===== src/rtl/id_ex_pipeline_register.sv =====
// ID/EX pipeline register with load-use hazard detection and bubble insertion.
// Holds the decoded instruction for EX and counts the hazard bubbles it inserts.
module id_ex_pipeline_register #(
  parameter int DATA_WIDTH  = 32,
  parameter int COUNT_WIDTH = 16
) (
  input  logic                   clk,
  input  logic                   reset,
  input  logic                   validIn,
  input  logic                   stall,
  input  logic                   flush,
  input  logic                   pcUpdateIn,
  input  logic                   memoryReadEnableIn,
  input  logic                   memoryWriteEnableIn,
  input  logic                   registerWriteEnableIn,
  input  logic                   pcAdderSrcIn,
  input  logic                   writeBackFromAluOrMemoryIn,
  input  logic [1:0]             aluSrc1In,
  input  logic [1:0]             aluSrc2In,
  input  logic [2:0]             aluOperationIn,
  input  logic [DATA_WIDTH-1:0]  pcIn,
  input  logic [DATA_WIDTH-1:0]  rs1DataIn,
  input  logic [DATA_WIDTH-1:0]  rs2DataIn,
  input  logic [DATA_WIDTH-1:0]  immediateIn,
  input  logic [4:0]             rs1In,
  input  logic [4:0]             rs2In,
  input  logic [4:0]             rdIn,
  input  logic                   rs1Used,
  input  logic                   rs2Used,
  output logic                   validOut,
  output logic                   pcUpdateOut,
  output logic                   memoryReadEnableOut,
  output logic                   memoryWriteEnableOut,
  output logic                   registerWriteEnableOut,
  output logic                   pcAdderSrcOut,
  output logic                   writeBackFromAluOrMemoryOut,
  output logic [1:0]             aluSrc1Out,
  output logic [1:0]             aluSrc2Out,
  output logic [2:0]             aluOperationOut,
  output logic [DATA_WIDTH-1:0]  pcOut,
  output logic [DATA_WIDTH-1:0]  rs1DataOut,
  output logic [DATA_WIDTH-1:0]  rs2DataOut,
  output logic [DATA_WIDTH-1:0]  immediateOut,
  output logic [4:0]             rs1Out,
  output logic [4:0]             rs2Out,
  output logic [4:0]             rdOut,
  output logic                   loadUseStall,
  output logic [COUNT_WIDTH-1:0] bubbleCount
);

  logic rs1Match;
  logic rs2Match;
  logic hazard;
  logic killSlot;

  // A load in EX writing a register the decode instruction reads; x0 never hazards.
  assign rs1Match = rs1Used && (rs1In == rdOut);
  assign rs2Match = rs2Used && (rs2In == rdOut);
  assign hazard   = validOut && memoryReadEnableOut && (rdOut != 5'd0) &&
                    validIn && (rs1Match || rs2Match);

  assign loadUseStall = hazard && !flush && !stall;

  // Flush wins over stall; a hazard only bubbles once the stall has released.
  assign killSlot = flush || (hazard && !stall);

  always_ff @(posedge clk) begin
    if (reset || killSlot) begin
      validOut                    <= 1'b0;
      pcUpdateOut                 <= 1'b0;
      memoryReadEnableOut         <= 1'b0;
      memoryWriteEnableOut        <= 1'b0;
      registerWriteEnableOut      <= 1'b0;
      pcAdderSrcOut               <= 1'b0;
      writeBackFromAluOrMemoryOut <= 1'b0;
      aluSrc1Out                  <= '0;
      aluSrc2Out                  <= '0;
      aluOperationOut             <= '0;
      pcOut                       <= '0;
      rs1DataOut                  <= '0;
      rs2DataOut                  <= '0;
      immediateOut                <= '0;
      rs1Out                      <= '0;
      rs2Out                      <= '0;
      rdOut                       <= '0;
    end else if (!stall) begin
      validOut                    <= validIn;
      // An empty decode slot must not leak side-effecting enables into EX.
      pcUpdateOut                 <= pcUpdateIn && validIn;
      memoryReadEnableOut         <= memoryReadEnableIn && validIn;
      memoryWriteEnableOut        <= memoryWriteEnableIn && validIn;
      registerWriteEnableOut      <= registerWriteEnableIn && validIn;
      pcAdderSrcOut               <= pcAdderSrcIn;
      writeBackFromAluOrMemoryOut <= writeBackFromAluOrMemoryIn;
      aluSrc1Out                  <= aluSrc1In;
      aluSrc2Out                  <= aluSrc2In;
      aluOperationOut             <= aluOperationIn;
      pcOut                       <= pcIn;
      rs1DataOut                  <= rs1DataIn;
      rs2DataOut                  <= rs2DataIn;
      immediateOut                <= immediateIn;
      rs1Out                      <= rs1In;
      rs2Out                      <= rs2In;
      rdOut                       <= rdIn;
    end
  end

  // Only hazard bubbles are counted; the counter sticks at all-ones.
  always_ff @(posedge clk) begin
    if (reset) begin
      bubbleCount <= '0;
    end else if (loadUseStall && (bubbleCount != '1)) begin
      bubbleCount <= bubbleCount + COUNT_WIDTH'(1);
    end
  end

endmodule


===== config.mk =====
export PLATFORM = sky130hd
export DESIGN_NAME = id_ex_pipeline_register
export DESIGN_NICKNAME = d
export VERILOG_FILES = /design/src/rtl/id_ex_pipeline_register.sv
export SDC_FILE = /design/constraint.sdc
export NUM_CORES = 1
export LEC_CHECK = 0
export BUFFER_PORTS_ARGS = -buffer_cell sky130_fd_sc_hd__buf_4
export CAP_MARGIN = 5
export CORE_AREA = 2 2 130 132
export DETAILED_ROUTE_END_ITERATION = 8
export DIE_AREA = 0 0 132 134
export PLACE_DENSITY = 0.74
export SLEW_MARGIN = 20
export SYNTH_ARGS = -nofsm -noshare
export SYNTH_HDL_FRONTEND = slang
export SYNTH_SLANG_ARGS = --single-unit

===== constraint.sdc =====
create_clock -name clk -period 4.1 [get_ports clk]
set_input_delay 0.82 -clock clk [delete_from_list [all_inputs] [get_ports clk]]
set_output_delay 0.82 -clock clk [all_outputs]
set_load 0.005 [all_outputs]

==> run_results.csv <==
group,metric,value,unit
critical_path,critPathMaxStageDelay,0.29,ns
placement,portBuffers,336,
clocking,cts_buffer_depth,2,
global_routing,grtUsageTotal,20.0,%
layout,antennaDiodeCount,0,
clocking,cts_setup_buffers,0,
critical_path,critPathLaunchType,"input pin",
logic_synthesis,synth_flop_cell,"dfxtp_1",
logic_synthesis,synth_compound_area_share,3.13,%
routing,drcViolationCount,0,
timing,setup_tns,0,ns
logic_synthesis,ys_seq_elements,173,
global_routing,grt_pass1_vias,5485,
layout,instances_no_fill,1189,
hold_path,hp-class,"flop to flop",
logic_synthesis,synth-seq-area-share,53.2,%
logic_synthesis,ys_types,36,
layout,area_growth,51.2,%
timing,holdWs,0.495,ns
power,p_per_area,397,nW/um2
layout,fin_nets,1120,
logic_synthesis,synthTopCellsByCount,"173 x dfxtp_1, 165 x nor2_1, 153 x mux2i_1",
critical_path,crit_required,3.28,ns
clocking,cts.sinks,173,
timing,slew_viol_final,0,
timing,fin_crit,2.93,ns
clocking,root_buffer,"clkbuf_16",
timing,fin_skew,0.00872,ns
power,seq_power_share,45.0,%
global_routing,grt_pass1_wl,28400,um
power,finalPower,3910,uW
logic_synthesis,yosys.area.top_type,"dfxtp_1",
timing,hold_violations,0,
die,core,16300,um2
clocking,htreeDepth,4,
logic_synthesis,syn_avg_cell_area,10.2,um2
die,initial_core_util,40.0,%
routing,wl_per_cell,15.4,um
power,sw_frac_of_total,23.8,%
clocking,cts.clk_slew.worst_paths,0.06,ns
placement,gp_congestion,0.838,
critical_path,arrival,2.11,ns
logic_synthesis,synth.most_common_cell,"dfxtp_1",
die,dieArea,17700,um2
power,pwr-share-clk,44.5,%
logic_synthesis,synthTopCellsByArea,"dfxtp_1 53%, mux2i_1 24%, nor2_1 9.5%",
critical_path,cp_slowest_cell,"nand4b_1",
run,cap_violations,0,
power,comb_power_share,10.5,%
global_routing,grt_max_degree,124,
routing,drt-total-wl,18300,um
critical_path,crit_family,"simple AND/OR/NAND/NOR gates",
timing,tightest_slew,0.953,ns
logic_synthesis,synth-simple-area-share,14.9,%
global_routing,grt_overflow,0,
placement,dp_hpwl,13100,um
logic_synthesis,yosysTopAreaCellShare,53.2,%
clocking,cts_hold_buf,0,
critical_path,cp-end-kind,"output port",
logic_synthesis,syn_area,6510,um2
logic_synthesis,syn_nets,803,
run_status,status,"finished, final reports clean",
die,die_w,132,um
timing,setup_viol,0,
routing,vias,5732,
hold_path,min_path_cells,2,
power,p_leak,0.00475,uW
die,rows,47,
clocking,cts_made_buffers,17,
timing,maxSlewHeadroom,36.5,%
layout,drive_gt1_share,39.2,%
critical_path,path_class,"input pin to output port",
critical_path,r2r_cells,6,
placement,dp.cells,1157,
logic_synthesis,synth_top_family_by_area,"multiplexers",
critical_path,cp.depth,5,
clocking,cts_resized,0,
clocking,clk_latency,0.43,ns
critical_path,crit_buf_inv,2,
critical_path,crit_chain,"clkbuf_8, nand4b_1, a21o_1, nor3b_1, buf_4",
power,ir_drop,275,uV
power,net-switching-power,930,uW
power,internal_power,2980,uW
routing,routed_via_density,4.82,
logic_synthesis,synth_edf_count,0,
die,fp.dieH,134,um
routing,drt_first_pass_iters,5,
timing,rsz0062_at_grt,"no",
global_routing,antenna_found_initial,0,
logic_synthesis,yosysWarnings,0,
clocking,tritoncts,"built",
logic_synthesis,synth_mux_area_share,24.5,%
timing,fin_crit_sh,71.5,%
logic_synthesis,postSynthCellCount,639,
routing,antenna_left,0,
timing,fmax,341,MHz
logic_synthesis,synthXorXnorAreaFrac,1.34,%
critical_path,cp_max_fo,37,
logic_synthesis,synth_adder_area_share,0.192,%
routing,drt_iter0_markers,323,
die,io_pins,337,
logic_synthesis,async_flop_share,0,%
[power by group through the flow]
stage / Sequential, uW / Clock [uW] / Combinational, uW
finish: 1760 / 1740 / 411
detailed placement: 1800 / 0 / 413
global route: 1760 / 1860 / 446
floorplan: 1800 / 0 / 175
global placement: 1790 / 0 / 409
CTS: 1760 / 1780 / 415
[cells in the final DEF, fill, tap and decap left out, types with 2 or more instances in the layout]
cell type	n
or3_1	4
inv_8	4
xnor2_1	10
nand4_1	5
nor2b_1	7
nor4_1	5
nand2b_1	3
o2111ai_1	3
buf_4	335
nand3_1	6
o31ai_1	6
mux2i_1	153
clkbuf_16	17
and2_1	2
clkinv_4	2
a21oi_1	11
dfxtp_1	173
inv_6	5
a22oi_1	4
inv_1	2
buf_12	3
and3_1	2
bufinv_16	3
clkbuf_8	2
nand2_1	8
mux2_2	6
o21ai_0	3
nor2_1	165
or4_1	6
nor3_1	4
[state kept, by name, indices dropped and copies added, names as in the netlist, 3 cells and up]
register,count
immediateOut,32
pcOut,32
rs1DataOut,32
rs2DataOut,32
bubbleCount,16
rdOut,5
rs1Out,5
rs2Out,5
aluOperationOut,3
[per-stage QoR]
step                worst slack, ns  utilization, %  instance area (um2)
floorplan                      1.60               -                 6520
global placement               1.12            56.6                 9220
detailed placement             1.07            56.6                 9220
CTS                            1.15            60.5                 9850
global route                   1.06            60.5                 9850
finish                         1.17            60.5                 9850
[metal layers]
metal	track usage [%]	wire length (um)
met1	23.9	7410
met2	32.6	8940
met3	7.90	1640
met4	7.55	356
met5	0	0
[path summary, 6_finish.rpt]
kind	start	to	slack [ns]
max	stall	loadUseStall	1.17
min	immediateOut[4]	immediateOut[4]	0.49
max reg2reg	bubbleCount[0]	bubbleCount[4]	1.42
min reg2reg	immediateOut[4]	immediateOut[4]	0.49
[worst register-to-register path, stage by stage, from the launching register on]
cell and delay [ns]:
dfxtp_1 0.48, ha_1 0.32, nand3_1 0.13, or4b_4 0.53, nor2_1 0.67, nor4_1 0.14, mux2_2 0.30
[logic make-up (layout without fill, tap and decap cells)]
kind of cell    after synthesis  after routing
fa+ha+maj                     1              1
compound gates               31             31
buf+inv                      43            373
flops                       173            173
xor+xnor                     10             10
mux                         159            159
simple gates                222            222
[cell type report]
class | count | area (um2)
inverter | 2 | 7.51
timing repair buffer | 339 | 2590
tap | 220 | 275
fill | 1435 | 6440
multi-input combinational | 423 | 2880
clock inverter | 14 | 196
sequential | 173 | 3460
clock buffer | 18 | 439
No activity file was read; power rests on OpenSTA's default activity.
